### src/rtl/ysyx_24090003_ifu_prefetch.sv
// rtl/ysyx_24090003_ifu_prefetch.sv - prefetching instruction fetch unit with in-order instruction buffer
//
// Keeps up to DEPTH fetches in flight and buffers returned words with their PCs.
// Ports:
//   cpu_clk, cpu_rs                     clock, asynchronous active-low reset
//   imem_req_valid/ready/addr           fetch request channel toward instruction memory
//   imem_rsp_valid/data/err             in-order response channel, always accepted
//   redirect_valid/pc                   EX-stage redirect; flushes buffer, dooms in-flight fetches
//   inst_valid/ready, inst/pc/err       buffer head toward decode

module ysyx_24090003_ifu_prefetch #(
   parameter int                XLEN     = 32,
   parameter logic [XLEN-1:0]   RESET_PC = 'h8000_0000,
   parameter int                DEPTH    = 4
) (
   input  logic             cpu_clk,
   input  logic             cpu_rs,
   output logic             imem_req_valid,
   input  logic             imem_req_ready,
   output logic [XLEN-1:0]  imem_req_addr,
   input  logic             imem_rsp_valid,
   input  logic [31:0]      imem_rsp_data,
   input  logic             imem_rsp_err,
   input  logic             redirect_valid,
   input  logic [XLEN-1:0]  redirect_pc,
   output logic             inst_valid,
   input  logic             inst_ready,
   output logic [31:0]      inst,
   output logic [XLEN-1:0]  inst_pc,
   output logic             inst_err
);

   localparam int AW = $clog2(DEPTH);
   localparam int CW = AW + 1;

   logic [XLEN-1:0] fetch_pc;
   logic [XLEN-1:0] rsp_pc;
   logic [CW-1:0]   outstanding;
   logic [CW-1:0]   drop_cnt;
   logic [CW-1:0]   count;
   logic [AW-1:0]   head;
   logic [AW-1:0]   tail;

   logic [31:0]     buf_inst [DEPTH];
   logic [XLEN-1:0] buf_pc   [DEPTH];
   logic            buf_err  [DEPTH];

   logic [CW:0]     in_use;
   logic            can_issue;
   logic            req_fire;
   logic            push;
   logic            pop;
   logic [XLEN-1:0] redirect_aligned;

   // Credits cover both in-flight fetches (doomed ones included) and buffered
   // words, so a response always finds a free slot.
   assign in_use    = {1'b0, outstanding} + {1'b0, count};
   assign can_issue = (in_use < (CW+1)'(DEPTH)) && !redirect_valid;

   // Gated by reset so the request is quiet while the unit is held in reset.
   assign imem_req_valid = can_issue && cpu_rs;
   assign imem_req_addr  = fetch_pc;
   assign req_fire       = imem_req_valid && imem_req_ready;

   assign push = imem_rsp_valid && (drop_cnt == '0) && !redirect_valid;
   assign pop  = inst_valid && inst_ready && !redirect_valid;

   assign redirect_aligned = redirect_pc & ~XLEN'(3);

   assign inst_valid = (count != '0);
   assign inst       = buf_inst[head];
   assign inst_pc    = buf_pc[head];
   assign inst_err   = buf_err[head];

   always_ff @(posedge cpu_clk or negedge cpu_rs) begin
      if (!cpu_rs) begin
         fetch_pc    <= RESET_PC;
         rsp_pc      <= RESET_PC;
         outstanding <= '0;
         drop_cnt    <= '0;
         count       <= '0;
         head        <= '0;
         tail        <= '0;
         for (int i = 0; i < DEPTH; i++) begin
            buf_inst[i] <= '0;
            buf_pc[i]   <= RESET_PC;
            buf_err[i]  <= 1'b0;
         end
      end else if (redirect_valid) begin
         fetch_pc    <= redirect_aligned;
         rsp_pc      <= redirect_aligned;
         count       <= '0;
         head        <= tail;
         // A response landing now is consumed here; every other in-flight
         // fetch (already doomed or not) must be dropped when it returns.
         drop_cnt    <= drop_cnt + outstanding - CW'(imem_rsp_valid);
         outstanding <= outstanding - CW'(imem_rsp_valid);
      end else begin
         if (req_fire) begin
            fetch_pc <= fetch_pc + XLEN'(4);
         end
         outstanding <= outstanding + CW'(req_fire) - CW'(imem_rsp_valid);
         if (imem_rsp_valid && (drop_cnt != '0)) begin
            drop_cnt <= drop_cnt - CW'(1);
         end
         if (push) begin
            buf_inst[tail] <= imem_rsp_data;
            buf_pc[tail]   <= rsp_pc;
            buf_err[tail]  <= imem_rsp_err;
            tail           <= tail + AW'(1);
            rsp_pc         <= rsp_pc + XLEN'(4);
         end
         if (pop) begin
            head <= head + AW'(1);
         end
         count <= count + CW'(push) - CW'(pop);
      end
   end

endmodule

### config.mk
export PLATFORM = sky130hd
export DESIGN_NAME = ysyx_24090003_ifu_prefetch
export DESIGN_NICKNAME = d
export VERILOG_FILES = /design/src/rtl/ysyx_24090003_ifu_prefetch.sv
export SDC_FILE = /design/constraint.sdc
export NUM_CORES = 1
export LEC_CHECK = 0
export CORE_MARGIN = 2
export CORE_UTILIZATION = 45
export CTS_BUF_LIST = sky130_fd_sc_hd__clkbuf_16
export DETAILED_ROUTE_END_ITERATION = 10
export PLACE_DENSITY = 0.7
export SLEW_MARGIN = 10
export SYNTH_ARGS = -nofsm -noshare
export SYNTH_HDL_FRONTEND = slang
export SYNTH_SLANG_ARGS = --single-unit
### constraint.sdc
create_clock -name cpu_clk -period 4.6 [get_ports cpu_clk]
set_input_delay 0.69 -clock cpu_clk [delete_from_list [all_inputs] [get_ports cpu_clk]]
set_output_delay 0.69 -clock cpu_clk [all_outputs]
set_load 0.02 [all_outputs]
=== Word-level counts from Yosys, hierarchy flattened ===
Cells that the tools add are included.

* $add $sub $neg: 13
* $lt $le $gt $ge: 4
* Mux-type cells: 26
* Bitwise logic cells: 3
* Reduce and logical (&&, ||, !) cells: 18

{| class="wikitable"
|+ Operators by type and width
! kind !! count
|-
| 32-bit two-way mux || 9
|-
| 128-bit bitwise mux || 2
|-
| 32-bit binary-select mux with 2-bit select || 2
|-
| 32-bit by 3-bit adder with 32-bit output, second input constant || 2
|-
| 32-bit demux with 2-bit select || 1
|-
| 3-bit two-way mux || 4
|-
| 3-bit by 1-bit subtractor with 3-bit output || 4
|-
| 1-bit logical AND || 9
|-
| 2-bit nonzero test || 4
|-
| 3-bit by 1-bit adder with 3-bit output || 2
|-
| 3-bit >= comparator, second input constant || 2
|-
| 2-bit inverter with 3-bit output || 2
|-
| 3-bit nonzero test || 2
|-
| 2-bit by 1-bit adder with 2-bit output, second input constant || 2
|-
| 3-bit by 3-bit adder with 4-bit output || 1
|-
| 4-bit bitwise mux || 1
|-
| 4-bit by 3-bit less-than comparator with 1-bit output, second input constant || 1
|-
| 2-bit two-way mux || 2
|-
| 3-bit adder || 1
|-
| 3-bit logical NOT || 1
|-
| 3-bit by 1-bit less-than comparator with 1-bit output, second input constant || 1
|-
| 1-bit two-way mux || 3
|-
| 3-bit by 1-bit subtractor with 3-bit output, second input constant || 1
|-
| 1-bit binary-select mux with 2-bit select || 1
|-
| other kinds (4) || 4
|}

* Register bits after elaboration: 337
* Bits of input ports: 71

=== Depth between registers and ports, before layout ===
Gate-level depths: netlist of the first run.

* Depth after elaboration: 8
* Depth in mapped cells: 14
* Depth with buffers taken out: 12

=== Least setup slack after synthesis of the first run ===
No wires, ideal clock.

* Path type: reg-to-reg
* From: reg outstanding[2]
* To: reg outstanding[2]
* Setup time: 0.079 ns
* Data arrival time: 2.859 ns
* Setup slack: 1.662 ns
* Stages on the path, launching flop included: 15
* Path buffers: 3
* Clock period less this slack: 2.938 ns
* Cells stage by stage: dfrtp_1 ha_1 nor4b_2 and4_1 buf_4 inv_4 buf_6 buf_2 ha_1 inv_1 ha_1 fa_1 xor2_1 o21ai_0 xor2_1

* Cells in the longest elaborated chain, start to end: 8
* Elaborated cells on any way between the ends: 9
* Those cells by class: 4 x add/sub; 1 x order compare; 1 x mux; 3 x reduce/logical

{| class="wikitable"
|+ RTL lines
! what !! RTL line !! text
|-
| start, declared || 38 || <nowiki>logic [CW-1:0] outstanding;</nowiki>
|-
| start signal, assigned || 97 || <nowiki>outstanding <= outstanding - CW'(imem_rsp_valid);</nowiki>
|-
| start signal, assigned || 102 || <nowiki>outstanding <= outstanding + CW'(req_fire) - CW'(imem_rsp_valid);</nowiki>
|-
| 3-bit by 3-bit adder with 4-bit output || 57 || <nowiki>assign in_use = {1'b0, outstanding} + {1'b0, count};</nowiki>
|-
| 4-bit by 3-bit less-than comparator with 1-bit output || 58 || <nowiki>assign can_issue = (in_use < (CW+1)'(DEPTH)) && !redirect_valid;</nowiki>
|-
| 1-bit logical AND || 58 ||
|-
| 1-bit logical AND || 61 || <nowiki>assign imem_req_valid = can_issue && cpu_rs;</nowiki>
|-
| 1-bit logical AND || 63 || <nowiki>assign req_fire = imem_req_valid && imem_req_ready;</nowiki>
|-
| 3-bit by 1-bit adder with 3-bit output || 102 ||
|-
| 3-bit by 1-bit subtractor with 3-bit output || 102 ||
|-
| 3-bit two-way mux * || 89 || <nowiki>end else if (redirect_valid) begin</nowiki>
|}

Mark *: on every way between the ends. The rest lies on a longest branch, timed or not.
A chain may end at the register's enable or synchronous reset.

=== Worst setup path after layout of the first run ===
* From: reg head[0]
* To: out inst_pc[30]

* Cells in the longest elaborated chain, start to end: 4

{| class="wikitable"
|+ RTL lines
! what !! RTL line !! text
|-
| start, declared || 41 || <nowiki>logic [AW-1:0] head;</nowiki>
|-
| start signal, assigned || 93 || <nowiki>head <= tail;</nowiki>
|-
| start signal, assigned || 114 || <nowiki>head <= head + AW'(1);</nowiki>
|-
| 2-bit inverter with 3-bit output (not written as such) || 72 || <nowiki>assign inst_pc = buf_pc[head];</nowiki>
|-
| 32-bit binary-select mux with 2-bit select || 72 ||
|-
| 32-bit two-way mux (not written as such) (2 in series) || 72 ||
|-
| end, declared || 29 || <nowiki>output logic [XLEN-1:0] inst_pc,</nowiki>
|}

No other way between the ends. The select of a mux whose other input is x is not followed.

==> run_results.csv, run 1 <==
group,metric,value,unit
run_status,outcome,"finished, final reports clean",
global_route,grt_max_degree,159,
sta,setup_viol,0,
global_route,antenna_found_initial,0,
pwr,cellPowerDensity,605.8,nW/um^2
sta,finalSetupTns,0,ns
clocking,cts.clk_slew.worst_paths,0.06,ns
route,drt_iter0_markers,547,
logic_synthesis,yosysSeqAreaShare,53.81,%
placed_design,place_inst,1627,
logic_synthesis,ys.flop_type,"dfrtp_1",
placed_design,finalWeightedCongestion,0.8298,
clocking,cts_tree,"yes",
critical_path,cp.arrival,2.85,ns
worst_hold_path,holdPathStages,1,
critical_path,crit_fanout,26,
logic_synthesis,yosysTopAreaCellShare,52.77,%
route,top_layer,"met4",
layout,drive_gt1_share,31.16,%
logic_synthesis,yosys-top-cells-count,"dfrtp_1 (319), mux2_2 (242), mux4_2 (63)",
logic_synthesis,ys_types,55,
pwr,p_sw_share,31.08,%
layout,multi_input_area,6624,sq um
route,wl_met2,15340,microns
critical_path,setup.worst_path.start,"head[0]",
sta,hold_viol_final,0,
clocking,clockRootBuffer,"clkbuf_16",
pwr,p_int,7.622,mW
worst_hold_path,whs_endpoint,"buf_pc[42]",
floorplanning,core,33280,sq um
layout,n_antenna_cell,0,
sta,max_slew.worst_pin.slew,1.083,ns
logic_synthesis,yosysMostFrequentCell,"dfrtp_1",
logic_synthesis,synth_cells,1070,
worst_hold_path,hp-class,"reg2reg",
layout,fillers,2733,
route,ant_nets,0,
floorplanning,start_util,45.45,%
route,dr_total_vias,9346,
critical_path,startpoint_type,"register",
clocking,ctsHtreeMaxLevel,2,
layout,finalNonFillerCells,1690,
pwr,net-switching-power,3.438,mW
logic_synthesis,synthTopCellsByArea,"dfrtp_1 (53%), mux2_2 (18%), mux4_2 (9.4%)",
pwr,p_seq_share,40.4,%
placed_design,hpwl,20270,microns
critical_path,r2r_end,"outstanding[2]",
floorplanning,die_area,35100,sq um
layout,area_delta_synth_final,20.69,%
sta,max_freq,0.2829,GHz
run,drv_cap,0,
logic_synthesis,synth_edf_count,0,
global_route,grt_usage,18.98,%
critical_path,reg2reg_depth,11,
route,vias_per_cell,5.530,
floorplanning,chipWidth,187.3,microns
route,dr_wl_met3,1801,microns
sta,slew_headroom,27.77,%
sta,min_period_over_period,76.85,%
worst_hold_path,min_from,"buf_pc[42]",
pwr,leakage,8.279,nW
pwr,clockPowerShare,24.5,%
layout,nets,1312,
floorplanning,num_rows,67,
sta,clock_skew,0.02203,ns
logic_synthesis,synth_top_cell_by_area,"dfrtp_1",
global_route,grt_pass1_vias,9823,
route,drt_drc_violations_left,0,
critical_path,crit_required,3.91,ns
route,drt_first_pass_iters,5,
pwr,ir_drop,0.2758,mV
critical_path,ff2ff_setup_slack,1.68,ns
floorplanning,fp.dieH,187.3,microns
placed_design,io_buffers,163,
critical_path,r2r_start,"outstanding[2]",
route,avgRoutedWirePerCell,19.43,microns
logic_synthesis,postSynthAreaPerCell,14.14,sq um
critical_path,crit_type,"reg2out",
logic_synthesis,synth_async_sr_flop_share,100.0,%
sta,whs,0.4858,ns
global_route,overflow,0,
critical_path,path_cells,"buf_4 -> mux4_2 -> clkdlybuf4s50_1",
clocking,clkLatencyLatePin,0.52,ns
clocking,numCtsBuffers,37,
clocking,clk_path_buf_depth,3,
logic_synthesis,syn-cell-area,15130,sq um
critical_path,slowest_delay,0.79,ns
route,wl,32840,microns
logic_synthesis,synth_seq_cells,325,
global_route,grt_pass1_wl,53400,microns
sta,maxSlewViolCount,0,
sta,grt_setup_unrepaired,"false",
critical_path,cpMaxStageDelayCell,"dfrtp_4",
sta,fin_crit,3.535,ns
route,wl_met1,15140,microns
critical_path,endpoint_kind,"output pin",
floorplanning,io_pins,170,
layout,regArea,8145,sq um
layout,post-route-util,54.86,%
pwr,comb_power_share,35.2,%
clocking,post_cts_resized,0,
logic_synthesis,ys.warnings.count,0,
clocking,cts.sinks,325,
metrics by stage:
step	total power, mW	cell area (sq um)	setup WS [ns]
after CTS	11.22	18260	0.9700
after floorplan	6.929	15140	1.662
final	11.06	18260	1.065
after global routing	11.69	18260	0.8707
after global placement	8.326	17140	1.356
after detailed placement	8.450	17140	1.316
cell usage in the layout (no fill, tap or decap), types with 4 or more instances in the layout:
cell type	instances
a211oi_1	4
a21oi_1	12
a31oi_1	5
and2_1	4
and3_1	12
buf_4	9
clkbuf_16	39
clkdlybuf4s50_1	161
clkinv_1	4
conb_1	4
dfrtp_1	317
dfstp_2	6
ha_1	19
inv_1	31
mux2_1	18
mux2_2	242
mux4_2	63
nand2_1	51
nand2_4	4
nand3_1	37
nand4_1	19
nor2_1	22
nor3_1	4
o211ai_1	12
o21ai_0	39
xnor2_1	16
xor2_1	30
logic make-up (layout without fill, tap and decap cells):
group / count (synthesis) / count (layout) / synth area share, %
XOR/XNOR: 46 / 46 / 2.663
multiplexers: 325 / 325 / 28.87
AND/OR/NAND/NOR: 177 / 177 / 6.476
buffers and inverters: 87 / 256 / 2.672
AO/OA/AOI/OAI: 87 / 87 / 3.516
adder cells (fa/ha/maj): 22 / 22 / 1.969
other: 1 / 4 / 0.02479
flip-flops: 325 / 325 / 53.81
cell type report:
| cell class | instances | share of cell area [%] |
|---|---|---|
| Tap cell | 448 | 3.070 |
| Clock inverter | 23 | 0.7059 |
| Timing Repair Buffer | 175 | 9.581 |
| Inverter | 19 | 0.4043 |
| Sequential cell | 325 | 44.61 |
| Multi-Input combinational cell | 661 | 36.28 |
| Clock buffer | 39 | 5.345 |
timing repair:
item                      in CTS  in global routing
hold endpoints to repair      13                  0
hold buffers                   1                  0
setup buffers                  0                  0
power by group through the flow:
stage	clock, mW	combinational (mW)	sequential [mW]
final	2.71	3.89	4.47
after global routing	2.91	4.17	4.61
after CTS	2.79	3.96	4.47
after detailed placement	0	3.93	4.52
after global placement	0	3.87	4.46
after floorplan	0	2.68	4.25
how the worst max path moves through the flow:
stage	endpoint	slack (ns)	cells past startpoint
global route	inst_pc[31]	0.87	3
finish	inst_pc[30]	1.06	3
floorplan	outstanding[2]	1.66	14
detailed placement	buf_pc[100]	1.32	5
CTS	inst_pc[30]	0.97	3
global placement	buf_pc[71]	1.36	5
registers in the layout (all words and copies together), names as in the netlist:
register and cells:
buf_err 4, buf_inst 128, buf_pc 120, count 3, drop_cnt 3, head 2, imem_req_addr 30, outstanding 3
rsp_pc 30, tail 2
critical path: cells and delay by family, from the launching register on:
family,cells,cell delay [ns]
buffers and inverters,2,0.97
muxes,1,0.56
DFF,1,0.79
routing by layer:
metal	GRT usage, %	vias up
met5	0	-
met4	4.182	0
met3	3.809	47
met2	30.54	240
met1	26.81	4835
li1	-	4224
Note: power is estimated with default switching activity, not from simulation.
==> inputs of run 2 (changes only) <==
Clock period 4.6 ns to 3.6 ns, I/O delays scaled along.
==> run 2 against run 1 <==
- register-to-register slack worse by 0.94 ns
- clock power rose by 28%
- critical path depth did not move
- via count rose by 0.60%
- non-clock buffer count increased by 11
- core utilization rose by 0.52 points
- largest power group unchanged
==> run_results.csv, run 2 (synthesis results as in run 1) <==
group,metric,value,unit
clocking,numCtsBuffers,37,
global_route,grt_pass1_wl,52750,microns
route,drt_iter0_markers,461,
sta,clock_skew,0.02741,ns
route,wl,32540,microns
pwr,net-switching-power,4.400,mW
global_route,grt_max_degree,139,
pwr,ir_drop,0.3607,mV
clocking,cts.sinks,325,
critical_path,endpoint_kind,"output pin",
sta,grt_setup_unrepaired,"false",
sta,maxSlewViolCount,0,
critical_path,crit_required,3.06,ns
layout,area_delta_synth_final,21.83,%
layout,drive_gt1_share,32.06,%
critical_path,r2r_end,"outstanding[2]",
floorplanning,die_area,35100,sq um
floorplanning,io_pins,170,
floorplanning,num_rows,67,
pwr,p_sw_share,30.97,%
clocking,holdBufCountCts,1,
sta,finalSetupTns,0,ns
sta,max_freq,0.3016,GHz
pwr,comb_power_share,35.4,%
layout,n_antenna_cell,0,
route,dr_total_vias,9402,
layout,layout_commonest_cell,"dfrtp_1",
pwr,p_int,9.807,mW
route,vias_per_cell,5.514,
route,drt_drc_violations_left,0,
clocking,postCtsSetupBuffers,0,
floorplanning,chipWidth,187.3,microns
critical_path,r2r_start,"outstanding[2]",
clocking,cts.clk_slew.worst_paths,0.06,ns
layout,top_register,"buf_inst",
floorplanning,fp.dieH,187.3,microns
sta,hold_viol_final,0,
pwr,cellPowerDensity,770.9,nW/um^2
floorplanning,core,33280,sq um
pwr,clockPowerShare,24.5,%
sta,setup_viol,0,
clocking,ctsHtreeMaxLevel,2,
global_route,grt_usage,18.79,%
global_route,overflow,0,
sta,max_slew.worst_pin.slew,1.028,ns
route,ant_nets,0,
run_status,outcome,"finished, final reports clean",
layout,reg_top3,"buf_inst x128, buf_pc x120",
clocking,clockRootBuffer,"clkbuf_16",
floorplanning,start_util,45.45,%
pwr,p_seq_share,40.1,%
clocking,cts_tree,"yes",
layout,nets,1323,
clocking,clk_path_buf_depth,3,
placed_design,io_buffers,163,
critical_path,crit_type,"reg2out",
critical_path,crit_fanout,28,
route,avgRoutedWirePerCell,19.09,microns
layout,final_cell_mix,"dfrtp_1 (317), mux2_2 (242), clkdlybuf4s50_1 (161)",
critical_path,ff2ff_setup_slack,0.74,ns
critical_path,startpoint_type,"register",
sta,fin_ws,0.2842,ns
placed_design,place_ws,0.5062,ns
critical_path,path_cells,"buf_4 -> mux4_2 -> clkdlybuf4s50_1",
critical_path,cpMaxStageDelayCell,"dfrtp_4",
sta,fin_crit,3.316,ns
global_route,antenna_found_initial,0,
clocking,post_cts_resized,0,
critical_path,slowest_delay,0.82,ns
pwr,leakage,8.353,nW
layout,largest_reg_flops,128,
critical_path,reg2reg_depth,11,
sta,min_period_over_period,92.10,%
run,drv_cap,0,
global_route,grt_pass1_vias,9587,
sta,slew_headroom,31.49,%
route,drt_first_pass_iters,4,
critical_path,cp.arrival,2.78,ns
clocking,clkLatencyLatePin,0.52,ns
worst_hold_path,hp-class,"in2async",
placed_design,hpwl,20810,microns
placed_design,finalWeightedCongestion,0.8406,
## run 2: cell count changes in the layout (fill, tap and decap cells not counted)
cell        delta
inv_1          -3
buf_12         +5
clkinv_1       +2
inv_8          -1
inv_6          +1
clkinvlp_4     +3
buf_4          +6
clkinv_2       +2
## run 2: worst max-delay path, delay by kind of cell, from the launching register on
family                 cells  cell delay, ns
buffers and inverters      2            0.87
flip-flops                 1            0.82
multiplexers               1            0.53
## run 2: cell type report
type                            instances  area (sq um)
Fill cell                            2707         14850
Sequential cell                       325          8145
Multi-Input combinational cell        661          6624
Timing Repair Buffer                  186          1894
Clock buffer                           39         975.9
Tap cell                              448         560.5
Clock inverter                         27         155.1
Inverter                               19         73.82
## run 2: layer usage
layer	vias to the layer above	part of all wire (%)	global-route usage, %
met5	-	0	0
met4	0	1.9	4.426
met3	41	5.1	3.602
met1	4871	46	27.23
li1	4256	-	-
met2	234	47	29.44
## run 2: worst max-delay path by stage
stage / start / to / slack (ns) / cells after the start
final: head[0] / inst[28] / 0.28 / 3
after global placement: imem_rsp_valid / count[2] / 0.54 / 11
after detailed placement: imem_rsp_valid / count[2] / 0.51 / 11
after CTS: head[0] / inst[28] / 0.21 / 3
after floorplan: outstanding[2] / outstanding[2] / 0.66 / 14
after global routing: head[0] / inst[23] / 0.13 / 3
## run 2: power groups by stage
stage,clock network [mW],registers (mW),logic [mW]
floorplan,0,5.43,3.42
global placement,0,5.69,5.01
detailed placement,0,5.76,5.10
CTS,3.59,5.70,5.12
global route,3.74,5.87,5.40
finish,3.48,5.69,5.03
## run 2: metrics by stage
stage                     hold WS (ns)  power [mW]  cells  instance area, sq um  util (%)
final                           0.3914       14.21   1705                 18430     55.37
after global routing            0.3877       15.01   1705                 18430     55.37
after CTS                       0.3741       14.41   1705                 18430     55.37
after detailed placement        0.3302       10.86   1638                 17290     51.95
after global placement          0.3298       10.70   1638                 17290     51.95
after floorplan                 0.2444       8.854   1073                 15140         -
